### src/rtl/spi_word_receiver_if.sv
// Handshake and serial-input bundle between the input conditioners, the
// word receiver and its downstream consumer.
interface spi_word_receiver_if #(
  parameter int width      = 8,
  parameter int countwidth = 8
);
  logic                  sclk_posedge;
  logic                  cs_n;
  logic                  mosi;
  logic                  data_ready;
  logic [width-1:0]      data_out;
  logic                  data_valid;
  logic                  frame_active;
  logic [countwidth-1:0] word_count;
  logic                  overrun;
  logic                  framing_error;

  modport master (
    output sclk_posedge, cs_n, mosi, data_ready,
    input  data_out, data_valid, frame_active, word_count, overrun, framing_error
  );

  modport slave (
    input  sclk_posedge, cs_n, mosi, data_ready,
    output data_out, data_valid, frame_active, word_count, overrun, framing_error
  );
endinterface

### src/rtl/spi_word_receiver.sv
// Assembles MSB-first words from conditioned serial inputs within a chip-select
// frame and offers them on a valid/ready port with overrun/framing flags.
module spi_word_receiver #(
  parameter int width      = 8,
  parameter int countwidth = 8
) (
  input  logic              clk,
  input  logic              reset,
  spi_word_receiver_if.slave bus
);
  localparam int BW = (width > 1) ? $clog2(width) : 1;
  localparam logic [BW-1:0] LastBit = BW'(width - 1);

  typedef enum logic {IDLE, SHIFT} state_t;

  state_t                state_q, state_d;
  logic [width-1:0]      shiftReg_q, shiftReg_d;
  logic [BW-1:0]         bitCnt_q, bitCnt_d;
  logic [width-1:0]      dataOut_q, dataOut_d;
  logic                  dataValid_q, dataValid_d;
  logic [countwidth-1:0] wordCount_q, wordCount_d;
  logic                  overrun_q, overrun_d;
  logic                  framingErr_q, framingErr_d;
  logic [width-1:0]      shifted;

  always_ff @(posedge clk) begin
    if (reset) begin
      state_q      <= IDLE;
      shiftReg_q   <= '0;
      bitCnt_q     <= '0;
      dataOut_q    <= '0;
      dataValid_q  <= 1'b0;
      wordCount_q  <= '0;
      overrun_q    <= 1'b0;
      framingErr_q <= 1'b0;
    end else begin
      state_q      <= state_d;
      shiftReg_q   <= shiftReg_d;
      bitCnt_q     <= bitCnt_d;
      dataOut_q    <= dataOut_d;
      dataValid_q  <= dataValid_d;
      wordCount_q  <= wordCount_d;
      overrun_q    <= overrun_d;
      framingErr_q <= framingErr_d;
    end
  end

  assign shifted = {shiftReg_q[width-2:0], bus.mosi};

  always_comb begin
    state_d      = state_q;
    shiftReg_d   = shiftReg_q;
    bitCnt_d     = bitCnt_q;
    dataOut_d    = dataOut_q;
    dataValid_d  = dataValid_q;
    wordCount_d  = wordCount_q;
    overrun_d    = overrun_q;
    framingErr_d = 1'b0;

    if (dataValid_q && bus.data_ready) begin
      dataValid_d = 1'b0;
    end

    unique case (state_q)
      IDLE: begin
        if (!bus.cs_n) begin
          state_d     = SHIFT;
          bitCnt_d    = '0;
          wordCount_d = '0;
        end
      end
      SHIFT: begin
        // A chip-select rise wins over a coincident serial-clock pulse.
        if (bus.cs_n) begin
          state_d = IDLE;
          if (bitCnt_q != '0) begin
            framingErr_d = 1'b1;
            shiftReg_d   = '0;
            bitCnt_d     = '0;
          end
        end else if (bus.sclk_posedge) begin
          shiftReg_d = shifted;
          if (bitCnt_q == LastBit) begin
            bitCnt_d = '0;
            if (wordCount_q != '1) begin
              wordCount_d = wordCount_q + 1'b1;
            end
            if (!dataValid_q || bus.data_ready) begin
              dataOut_d   = shifted;
              dataValid_d = 1'b1;
            end else begin
              overrun_d = 1'b1;
            end
          end else begin
            bitCnt_d = bitCnt_q + 1'b1;
          end
        end
      end
      default: state_d = IDLE;
    endcase
  end

  assign bus.data_out      = dataOut_q;
  assign bus.data_valid    = dataValid_q;
  assign bus.frame_active  = (state_q == SHIFT);
  assign bus.word_count    = wordCount_q;
  assign bus.overrun       = overrun_q;
  assign bus.framing_error = framingErr_q;
endmodule

### src/flat_wrapper.sv
// flat-port wrapper written by rule: the top's interface ports become plain ports
module spi_word_receiver_flat 
#(
  parameter int width      = 8,
  parameter int countwidth = 8
)
  (clk, reset, bus_sclk_posedge, bus_cs_n, bus_mosi, bus_data_ready, bus_data_out, bus_data_valid, bus_frame_active, bus_word_count, bus_overrun, bus_framing_error);
  spi_word_receiver_if #(.width(width), .countwidth(countwidth)) bus_i ();
  input  logic clk;
  input  logic reset;
  input wire logic [$bits(bus_i.sclk_posedge)-1:0] bus_sclk_posedge;
  input wire logic [$bits(bus_i.cs_n)-1:0] bus_cs_n;
  input wire logic [$bits(bus_i.mosi)-1:0] bus_mosi;
  input wire logic [$bits(bus_i.data_ready)-1:0] bus_data_ready;
  output wire logic [$bits(bus_i.data_out)-1:0] bus_data_out;
  output wire logic [$bits(bus_i.data_valid)-1:0] bus_data_valid;
  output wire logic [$bits(bus_i.frame_active)-1:0] bus_frame_active;
  output wire logic [$bits(bus_i.word_count)-1:0] bus_word_count;
  output wire logic [$bits(bus_i.overrun)-1:0] bus_overrun;
  output wire logic [$bits(bus_i.framing_error)-1:0] bus_framing_error;
  assign bus_i.sclk_posedge = bus_sclk_posedge;
  assign bus_i.cs_n = bus_cs_n;
  assign bus_i.mosi = bus_mosi;
  assign bus_i.data_ready = bus_data_ready;
  assign bus_data_out = bus_i.data_out;
  assign bus_data_valid = bus_i.data_valid;
  assign bus_frame_active = bus_i.frame_active;
  assign bus_word_count = bus_i.word_count;
  assign bus_overrun = bus_i.overrun;
  assign bus_framing_error = bus_i.framing_error;
  spi_word_receiver #(.width(width), .countwidth(countwidth)) u_core (.clk(clk), .reset(reset), .bus(bus_i));
endmodule
### config.mk
export PLATFORM = sky130hd
export DESIGN_NAME = spi_word_receiver_flat
export DESIGN_NICKNAME = d
export VERILOG_FILES = /design/src/rtl/spi_word_receiver_if.sv /design/src/rtl/spi_word_receiver.sv /design/src/flat_wrapper.sv
export SDC_FILE = /design/constraint.sdc
export NUM_CORES = 1
export LEC_CHECK = 0
export ABC_AREA = 1
export BUFFER_PORTS_ARGS = -buffer_cell sky130_fd_sc_hd__buf_2
export CAP_MARGIN = 20
export CELL_PAD_IN_SITES_DETAIL_PLACEMENT = 1
export CELL_PAD_IN_SITES_GLOBAL_PLACEMENT = 1
export CORE_ASPECT_RATIO = 0.8
export CORE_MARGIN = 2
export CORE_UTILIZATION = 35
export DETAILED_ROUTE_END_ITERATION = 7
export GPL_ROUTABILITY_DRIVEN = 0
export HOLD_SLACK_MARGIN = 0.15
export PLACE_DENSITY_LB_ADDON = 0.1
export SLEW_MARGIN = 20
export SYNTH_ARGS = -nofsm -noshare
export SYNTH_HDL_FRONTEND = slang
export SYNTH_SLANG_ARGS = --single-unit
export TNS_END_PERCENT = 100
### constraint.sdc
create_clock -name clk -period 1.5 [get_ports clk]
set_clock_uncertainty 0.2 [all_clocks]
set_input_delay 0 -clock clk [delete_from_list [all_inputs] [get_ports clk]]
set_output_delay 0 -clock clk [all_outputs]
set_load 0.005 [all_outputs]
==> impl_metrics.yaml, run 1 <==
run_status:
  status: "finished, violations left"
  violations: "setup timing"
floorplanning:
  die_w_um: 74.9
  design.core.area_um2: 3830
  num_rows: 20
  initial_core_util_pct: 36.8
  dieArea_um2: 4550
  io-pin-count: 26
  die_y_um: 60.7
clocking:
  cts-htree-levels: 2
  cts_root_buf: "clkbuf_8"
  cts_buffer_depth: 2
  clk_pin_slew_ps: 70
  cts_inserted_buffers: 5
  clk_latency_ps: 280
  tritoncts: "built"
  clock_sinks: 30
pwr:
  pwr-share-clk_pct: 44.9
  power.switching_mw: 0.442
  p_seq_share_pct: 45.0
  p_total_mw: 1.81
  cellInternalPower_mw: 1.37
  power_density_nw_per_um2: 814
  pwr-share-comb_pct: 10.2
  switching_share_pct: 24.5
  leakagePower_nw: 0.925
  peakVddDrop_mv: 0.533
logic_synthesis:
  ys.flop_type: "dfxtp_1"
  syn-num-nets: 209
  synth_common_cells: "nand2_1 (56), nand3_1 (31), dfxtp_1 (30)"
  netlist_area_um2: 1410
  synth_top_area_share_pct: 42.6
  synth-edff-count: 0
  ys_seq_area_share_pct: 42.6
  ys_ff_latch: 30
  async_reset_ff_share_pct: 0
  syn-instance-count: 198
  synth_cell_types: 27
  avgSynthCellArea_um2: 7.12
  yosys.area.top_type: "dfxtp_1"
  synth_area_leaders: "dfxtp_1 (43%), nand2_1 (15%), nand3_1 (11%)"
  yosysMostFrequentCell: "nand2_1"
  ys_warn_count: 0
layout:
  fin_cells: 309
  drive_above_1_share_pct: 50.0
  fin_nets: 264
  area_growth_syn_to_layout_pct: 57.8
  antenna_cells: 0
  num-fill-cells: 472
drt:
  viasPerCell: 4.94
  drc: 0
  routedWlPerCell_um: 15.1
  drt-total-wl_um: 4670
  ant_nets: 0
  dr.first_iter.drc_count: 62
  drt_first_pass_iters: 4
  dr_total_vias: 1528
timing:
  drv_slew: 0
  period_share_pct: 101
  period_minus_slack_ps: 1510
  tightest_slew_ps: 361
  whs_ps: 270
  maxSlewHeadroom_pct: 76.0
  setup_violations: 4
  hold_viol_final: 0
  finalSetupTns_ps: -24.7
  fmax_ghz: 0.661
  layout_setup_ws_ps: -12.9
  rsz0062_at_grt: "true"
global_route:
  grt_max_degree: 14
  grt_usage_pct: 22.7
  grt_pass1_wl_um: 7540
  grt_pass1_vias: 1524
  gr-total-overflow: 0
  antenna_found_initial: 0
worst_hold_path:
  hold_class: "register to register"
placement:
  hpwl_um: 3110
  post-place-ws_ps: -170
  io_buffers: 25
  placed_cells: 289
setup_path:
  cp.required_ps: 1510
  startpoint_type: "register"
  cp_max_fo: 7
  crit_path_end_kind: "register"
  worstSetupPathType: "register to register"
  arrival_ps: 1530
run:
  cap_violations: 0
-- registers in the layout (all words and copies together) (netlist names) --
register	flops
u_core.bus.framing_error	1
u_core.bus.frame_active	1
u_core.bus.data_valid	1
u_core.bus.overrun	1
u_core.shiftReg_q	7
u_core.bus.data_out	8
u_core.bitCnt_q	3
u_core.bus.word_count	8
-- layout by cell type (no fill, tap or decap), types with 2 or more instances in the layout --
master,instances
nor2_4,3
nand3_2,11
nand2_4,7
dfxtp_4,2
nand3_1,19
nand2_2,5
o21ai_0,2
clkbuf_8,5
dfxtp_1,21
o21ai_2,2
inv_1,10
buf_2,25
nor2_2,4
clkinv_2,2
dlygate4sd3_1,5
buf_6,5
nand2_1,49
ha_4,5
inv_4,4
nand3b_1,2
inv_2,3
a21oi_2,15
buf_4,18
dfxtp_2,7
a21oi_1,2
nor2_1,11
-- layer usage --
layer / share of wire, % / vias up / GRT usage, %
li1: - / 757 / -
met1: 48 / 731 / 31.4
met2: 46 / 33 / 35.5
met3: 4.5 / 7 / 5.15
met4: 1.2 / 0 / 7.14
met5: 0 / - / 0
-- cells by family (layout without fill, tap and decap cells) --
| kind of cell | after synthesis | after routing | synth area share (%) |
|---|---|---|---|
| AND/OR/NAND/NOR | 116 | 116 | 36.3 |
| AO/OA/AOI/OAI | 24 | 24 | 9.86 |
| adder cells (fa/ha/maj) | 5 | 5 | 4.44 |
| flip-flops | 30 | 30 | 42.6 |
| buffers and inverters | 23 | 79 | 6.75 |
-- cell type report --
| class | count | area, µm² | area share (%) |
|---|---|---|---|
| timing repair buffer | 53 | 367 | 16.5 |
| inverter | 18 | 81.3 | 3.66 |
| sequential | 30 | 617 | 27.7 |
| clock buffer | 5 | 68.8 | 3.10 |
| tap | 55 | 68.8 | 3.10 |
| multi-input combinational | 145 | 981 | 44.1 |
| clock inverter | 3 | 40.0 | 1.80 |
-- worst max-delay path, stage by stage (launching register included) --
cell and delay [ps]:
dfxtp_4 360, ha_4 170, ha_4 160, nand3_2 90, nand2_4 90, nand2_4 130
nand2_1 90, a21oi_2 130
-- through the flow --
| stage | cell area [µm²] | util [%] |
|---|---|---|
| finish | 2220 | 58.1 |
| CTS | 2070 | 54.0 |
| global placement | 1700 | 44.3 |
| detailed placement | 1700 | 44.3 |
| global route | 2220 | 58.1 |
| floorplan | 1410 | - |
-- power by group through the flow --
| stage | registers, mW | clock network (mW) | logic [mW] |
|---|---|---|---|
| after floorplan | 0.826 | 0 | 0.0738 |
| after global placement | 0.828 | 0 | 0.121 |
| after detailed placement | 0.829 | 0 | 0.124 |
| after CTS | 0.812 | 0.818 | 0.163 |
| after global routing | 0.814 | 0.863 | 0.202 |
| final | 0.813 | 0.812 | 0.184 |
-- what timing repair did --
| item | 4_1_cts | 5_1_grt |
|---|---|---|
| hold buffers | 5 | 0 |
| pin swaps | 12 | 20 |
| hold endpoints to repair | 30 | 0 |
| resized for setup | 51 | 37 |
| endpoints found under the setup margin | 28 | 29 |
| gates cloned | 1 | 0 |
| buffers inserted | 3 | 3 |
-- worst paths after layout --
| kind | slack (ps) | startpoint | to | depth (start not counted) |
|---|---|---|---|---|
| setup / recovery | -10 | u_core.bitCnt_q[1] | u_core.bus.word_count[4] | 7 |
| hold / removal | 270 | u_core.bus.data_out[5] | u_core.bus.data_out[5] | 2 |
| setup reg to reg | -10 | u_core.bitCnt_q[1] | u_core.bus.word_count[4] | 7 |
| hold reg to reg | 270 | u_core.bus.data_out[5] | u_core.bus.data_out[5] | 2 |
No activity file was read; power rests on OpenSTA's default activity.
==> run 2: changes to the inputs <==
--- a/config.mk
+++ b/config.mk
@@ -17,4 +17,5 @@
 export GPL_ROUTABILITY_DRIVEN = 0
 export HOLD_SLACK_MARGIN = 0.15
+export MAX_ROUTING_LAYER = met4
 export PLACE_DENSITY_LB_ADDON = 0.1
 export SLEW_MARGIN = 20
==> constraint.sdc (replaced) <==
create_clock -name clk -period 1.5 [get_ports clk]
set_clock_uncertainty 0.2 [all_clocks]
set_input_delay 0 -clock clk [delete_from_list [all_inputs] [get_ports clk]]
set_output_delay 0 -clock clk [all_outputs]
set_load 0.05 [all_outputs]
==> run 2 against run 1 <==
Against the previous run:
- cell area down 1.9%
- core utilization shrank 1.1 points
- sequential share of layout area grew 1.1 points
- sequential power barely moved
- largest power group unchanged
- count of clock-buffer cells in the layout grew 2
- sequential cell count stayed put
- the flow still finishes with violations (setup timing)
- global-route usage increased by 0.40 points
- non-clock buffer count down 1
==> impl_metrics.yaml, run 2 (synthesis results as in run 1) <==
floorplanning:
  design.core.area_um2: 3830
  io-pin-count: 26
  num_rows: 20
  die_w_um: 74.9
  dieArea_um2: 4550
  die_y_um: 60.7
  initial_core_util_pct: 36.8
drt:
  dr_total_vias: 1582
  routedWlPerCell_um: 17.3
  ant_nets: 0
  viasPerCell: 5.14
  drt_first_pass_iters: 4
  dr.first_iter.drc_count: 92
  drc: 0
  drt-total-wl_um: 5330
pwr:
  power_density_nw_per_um2: 782
  peakVddDrop_mv: 0.505
  leakagePower_nw: 0.927
timing:
  maxSlewHeadroom_pct: 67.7
  setup_violations: 12
  fmax_ghz: 0.621
  period_minus_slack_ps: 1610
  tightest_slew_ps: 482
  rsz0062_at_grt: "true"
  period_share_pct: 107
  drv_slew: 0
  layout_setup_ws_ps: -111
  hold_viol_final: 0
setup_path:
  cp_max_fo: 5
  arrival_ps: 1620
  startpoint_type: "register"
  cp.required_ps: 1510
  worstSetupPathType: "register to register"
  crit_path_end_kind: "register"
global_route:
  antenna_found_initial: 0
  grt-busiest-layer: "met2"
  met2_usage_pct: 35.1
  grt_max_degree: 14
  grt_pass1_wl_um: 7330
  grt_pass1_vias: 1492
  use_met3_pct: 4.49
  gr-total-overflow: 0
  grt_usage_pct: 23.1
  gr-usage-met1_pct: 30.2
placement:
  io_buffers: 25
  post_dp_cell_area_um2: 1720
  hpwl_um: 3240
clocking:
  clock_sinks: 30
  cts_inserted_buffers: 5
  cts-htree-levels: 2
  clk_latency_ps: 290
  cts_root_buf: "clkbuf_8"
  cts_buffer_depth: 2
  clk_pin_slew_ps: 70
  tritoncts: "built"
layout:
  final_common_cell: "nand2_1"
  drive_above_1_share_pct: 44.7
  antenna_cells: 0
  post-route-cell-area_um2: 2180
  area_growth_syn_to_layout_pct: 54.8
  num-fill-cells: 490
  fin_nets: 263
  final_cell_mix: "nand2_1 (49), buf_2 (25), nand3_1 (22)"
  final_core_util_pct: 57.0
worst_hold_path:
  hold_class: "input port to register"
run_status:
  violations: "setup timing"
  status: "finished, violations left"
run:
  cap_violations: 0
[run 2: cell type report]
cell class              count  area, µm²  share of cell area, %
clock inverters             1       5.00                  0.229
clock buffers               7       86.3                   3.96
inverters                  18       77.6                   3.56
well taps                  55       68.8                   3.16
flip-flops and latches     30        629                   28.9
multi-input cells         145        950                   43.5
repair buffers             52        364                   16.7
[run 2: path summary, 6_finish.rpt]
path                           from                  endpoint  slack (ps)  cells after the start
max reg2reg      u_core.bitCnt_q[1]    u_core.bus.data_out[3]        -110                      7
min reg2reg  u_core.bus.data_out[5]    u_core.bus.data_out[5]         270                      2
min                           reset  u_core.bus.word_count[3]          70                      4
max              u_core.bitCnt_q[1]    u_core.bus.data_out[3]        -110                      7
[run 2: worst max-delay path, cell delays in order, from the launching register on]
cell	delay, ps
dfxtp_4	380
ha_4	160
ha_4	140
nand2_4	60
nor2_4	190
buf_6	170
nand3_1	80
a21oi_1	160
[run 2: power breakdown]
group,total [mW],internal [mW],switching (mW)
combinational,0.196,0.0771,0.119
clock,0.699,0.370,0.329
sequential,0.810,0.799,0.0113
[run 2: metrics by stage]
step / hold WS, ps / total power [mW] / setup TNS (ps) / instances / setup WS [ps]
2_1_floorplan: -61.6 / 0.910 / 0 / 198 / 16.4
3_3_place_gp: 48.2 / 0.956 / -370 / 287 / -83.2
3_5_place_dp: 62.7 / 0.962 / -2240 / 287 / -140
4_1_cts: -149 / 1.68 / -42.4 / 304 / -10.7
5_1_grt: 87.1 / 1.75 / -1590 / 308 / -146
6_report: 69.1 / 1.70 / -431 / 308 / -111
[run 2: routing by layer]
| metal | routed length [µm] | part of all wire (%) |
|---|---|---|
| met4 | 100 | 1.9 |
| met1 | 2310 | 43 |
| met5 | 0 | 0 |
| met3 | 280 | 5.3 |
| met2 | 2640 | 49 |
[run 2: timing repair]
action,CTS,global route
resized for setup,38,31
pin swaps,10,20
hold endpoints to repair,30,10
cloned,1,0
setup endpoints to repair,28,28
buffers inserted,3,2
hold buffers,5,2
==> run 3: changes to the inputs <==
CORE_ASPECT_RATIO = 0.6   (was 0.8)
==> run 3 against run 2 <==
Against the previous run:
- first-iteration DRC count down 16%
- critical endpoint is now u_core.bitCnt_q[0]
- largest cell class unchanged
- the run still ends with setup timing left
- sequential cell count unchanged
- global-route usage up 0.95 points
- critical path type unchanged
==> impl_metrics.yaml, run 3 (synthesis results as in run 1) <==
run_status:
  status: "finished, violations left"
  violations: "setup timing"
pwr:
  power.switching_mw: 0.479
  peakVddDrop_mv: 0.346
  p_seq_share_pct: 46.5
  cellInternalPower_mw: 1.26
  switching_share_pct: 27.5
  pwr-share-comb_pct: 13.3
  power_density_nw_per_um2: 748
  pwr-share-clk_pct: 40.1
  leakagePower_nw: 0.978
  p_total_mw: 1.74
timing:
  fmax_ghz: 0.614
  maxSlewHeadroom_pct: 78.0
  rsz0062_at_grt: "true"
  whs_ps: 177
  period_share_pct: 109
  hold_viol_final: 0
  period_minus_slack_ps: 1630
  tightest_slew_ps: 329
  layout_setup_ws_ps: -128
  setup_violations: 22
  drv_slew: 0
setup_path:
  crit_path_end_kind: "register"
  cp_slowest_stage_delay_ps: 360
  path_delay_family: "flip-flops"
  cp.required_ps: 1510
  critPathSlowestCell: "dfxtp_4"
  worstSetupPathType: "register to register"
  crit_chain: "ha_4, buf_6, ha_4, inv_2, nand2_2, buf_6, nor3_2, nand2_1, a21oi_2"
  arrival_ps: 1630
  cp_max_fo: 2
  crit_buf_inv: 3
  startpoint_type: "register"
layout:
  final_core_util_pct: 61.8
  fin_nets: 267
  final_cell_mix: "nand2_1 (41), buf_2 (25), dfxtp_1 (18)"
  num-fill-cells: 452
  area_growth_syn_to_layout_pct: 65.1
  drive_above_1_share_pct: 53.3
  final_common_cell: "nand2_1"
  fin_cells: 304
  regArea_um2: 628
  multi_input_area_um2: 1040
  antenna_cells: 0
drt:
  viasPerCell: 5.26
  dr_total_vias: 1598
  ant_nets: 0
  drt_first_pass_iters: 4
  routedWlPerCell_um: 18.4
  dr.first_iter.drc_count: 77
  drt-total-wl_um: 5590
  drc: 0
clocking:
  tritoncts: "built"
  clock_sinks: 30
  clk_latency_ps: 280
  cts_inserted_buffers: 5
  cts-htree-levels: 2
  clk_pin_slew_ps: 70
  cts_buffer_depth: 2
  cts_root_buf: "clkbuf_8"
global_route:
  grt_usage_pct: 24.1
  grt_max_degree: 14
  grt_pass1_vias: 1600
  antenna_found_initial: 0
  grt_pass1_wl_um: 7960
  gr-total-overflow: 0
floorplanning:
  die_y_um: 53.1
  die_w_um: 85.9
  io-pin-count: 26
  design.core.area_um2: 3760
  dieArea_um2: 4570
  initial_core_util_pct: 37.4
  num_rows: 17
placement:
  io_buffers: 25
  post-place-ws_ps: -228
  placed_cells: 284
  hpwl_um: 3320
worst_hold_path:
  hold_class: "input port to register"
run:
  cap_violations: 0
-- run 3: cell types whose count changed in the layout (fill, tap and decap cells not counted), sizes merged --
cell          delta
dlygate4sd3      -1
clkinvlp         +1
dlymetal6s4s     +1
inv              -1
buf              +4
-- run 3: area by class of cell --
type	instances	share of cell area [%]
multi-input cells	145	44.8
clock buffers	7	3.71
clock inverters	1	0.215
inverters	18	3.39
repair buffers	56	18.4
flip-flops and latches	30	27.0
well taps	47	2.53
-- run 3: per-stage QoR --
step           area (µm²)  TNS, ps
6_report             2330    -1250
5_1_grt              2330    -3000
4_1_cts              2150     -631
3_5_place_dp         1760    -3870
3_3_place_gp         1760    -2470
2_1_floorplan        1450        0
-- run 3: final timing paths --
check	startpoint	end	slack [ps]	cells past startpoint
max reg2reg	u_core.bitCnt_q[0]	u_core.bitCnt_q[0]	-130	9
min reg2reg	u_core.bus.data_out[3]	u_core.bus.data_out[3]	270	2
min	bus_cs_n	u_core.bus.word_count[1]	180	6
max	u_core.bitCnt_q[0]	u_core.bitCnt_q[0]	-130	9
-- run 3: worst min-delay path: stages --
cell     delay (ps)
buf_2            90
inv_2            40
nand2_1         180
nand2_8         120
nand4_1         120
a21oi_2          60
-- run 3: metal layers --
layer  track usage [%]  vias to the layer above  share of wire (%)
met3              4.06                       15                3.7
met1              31.8                      785                 47
met5                 -                        -                  0
met4              7.41                        0                2.0
met2              38.2                       34                 47
li1                  -                      764                  -
-- run 3: timing repair --
action                                 4_1_cts  5_1_grt
endpoints found under the hold margin       30        0
gates resized for setup                     53       41
setup buffers                                3        3
hold buffers                                 7        0
pin swaps                                   24       24
cloned                                       0        0
setup endpoints to repair                   28       29
-- run 3: power groups by stage --
stage	logic [mW]	registers, mW	clock network (mW)
CTS	0.199	0.811	0.695
global placement	0.137	0.826	0
global route	0.246	0.811	0.735
finish	0.232	0.810	0.699
floorplan	0.0749	0.835	0
detailed placement	0.141	0.827	0
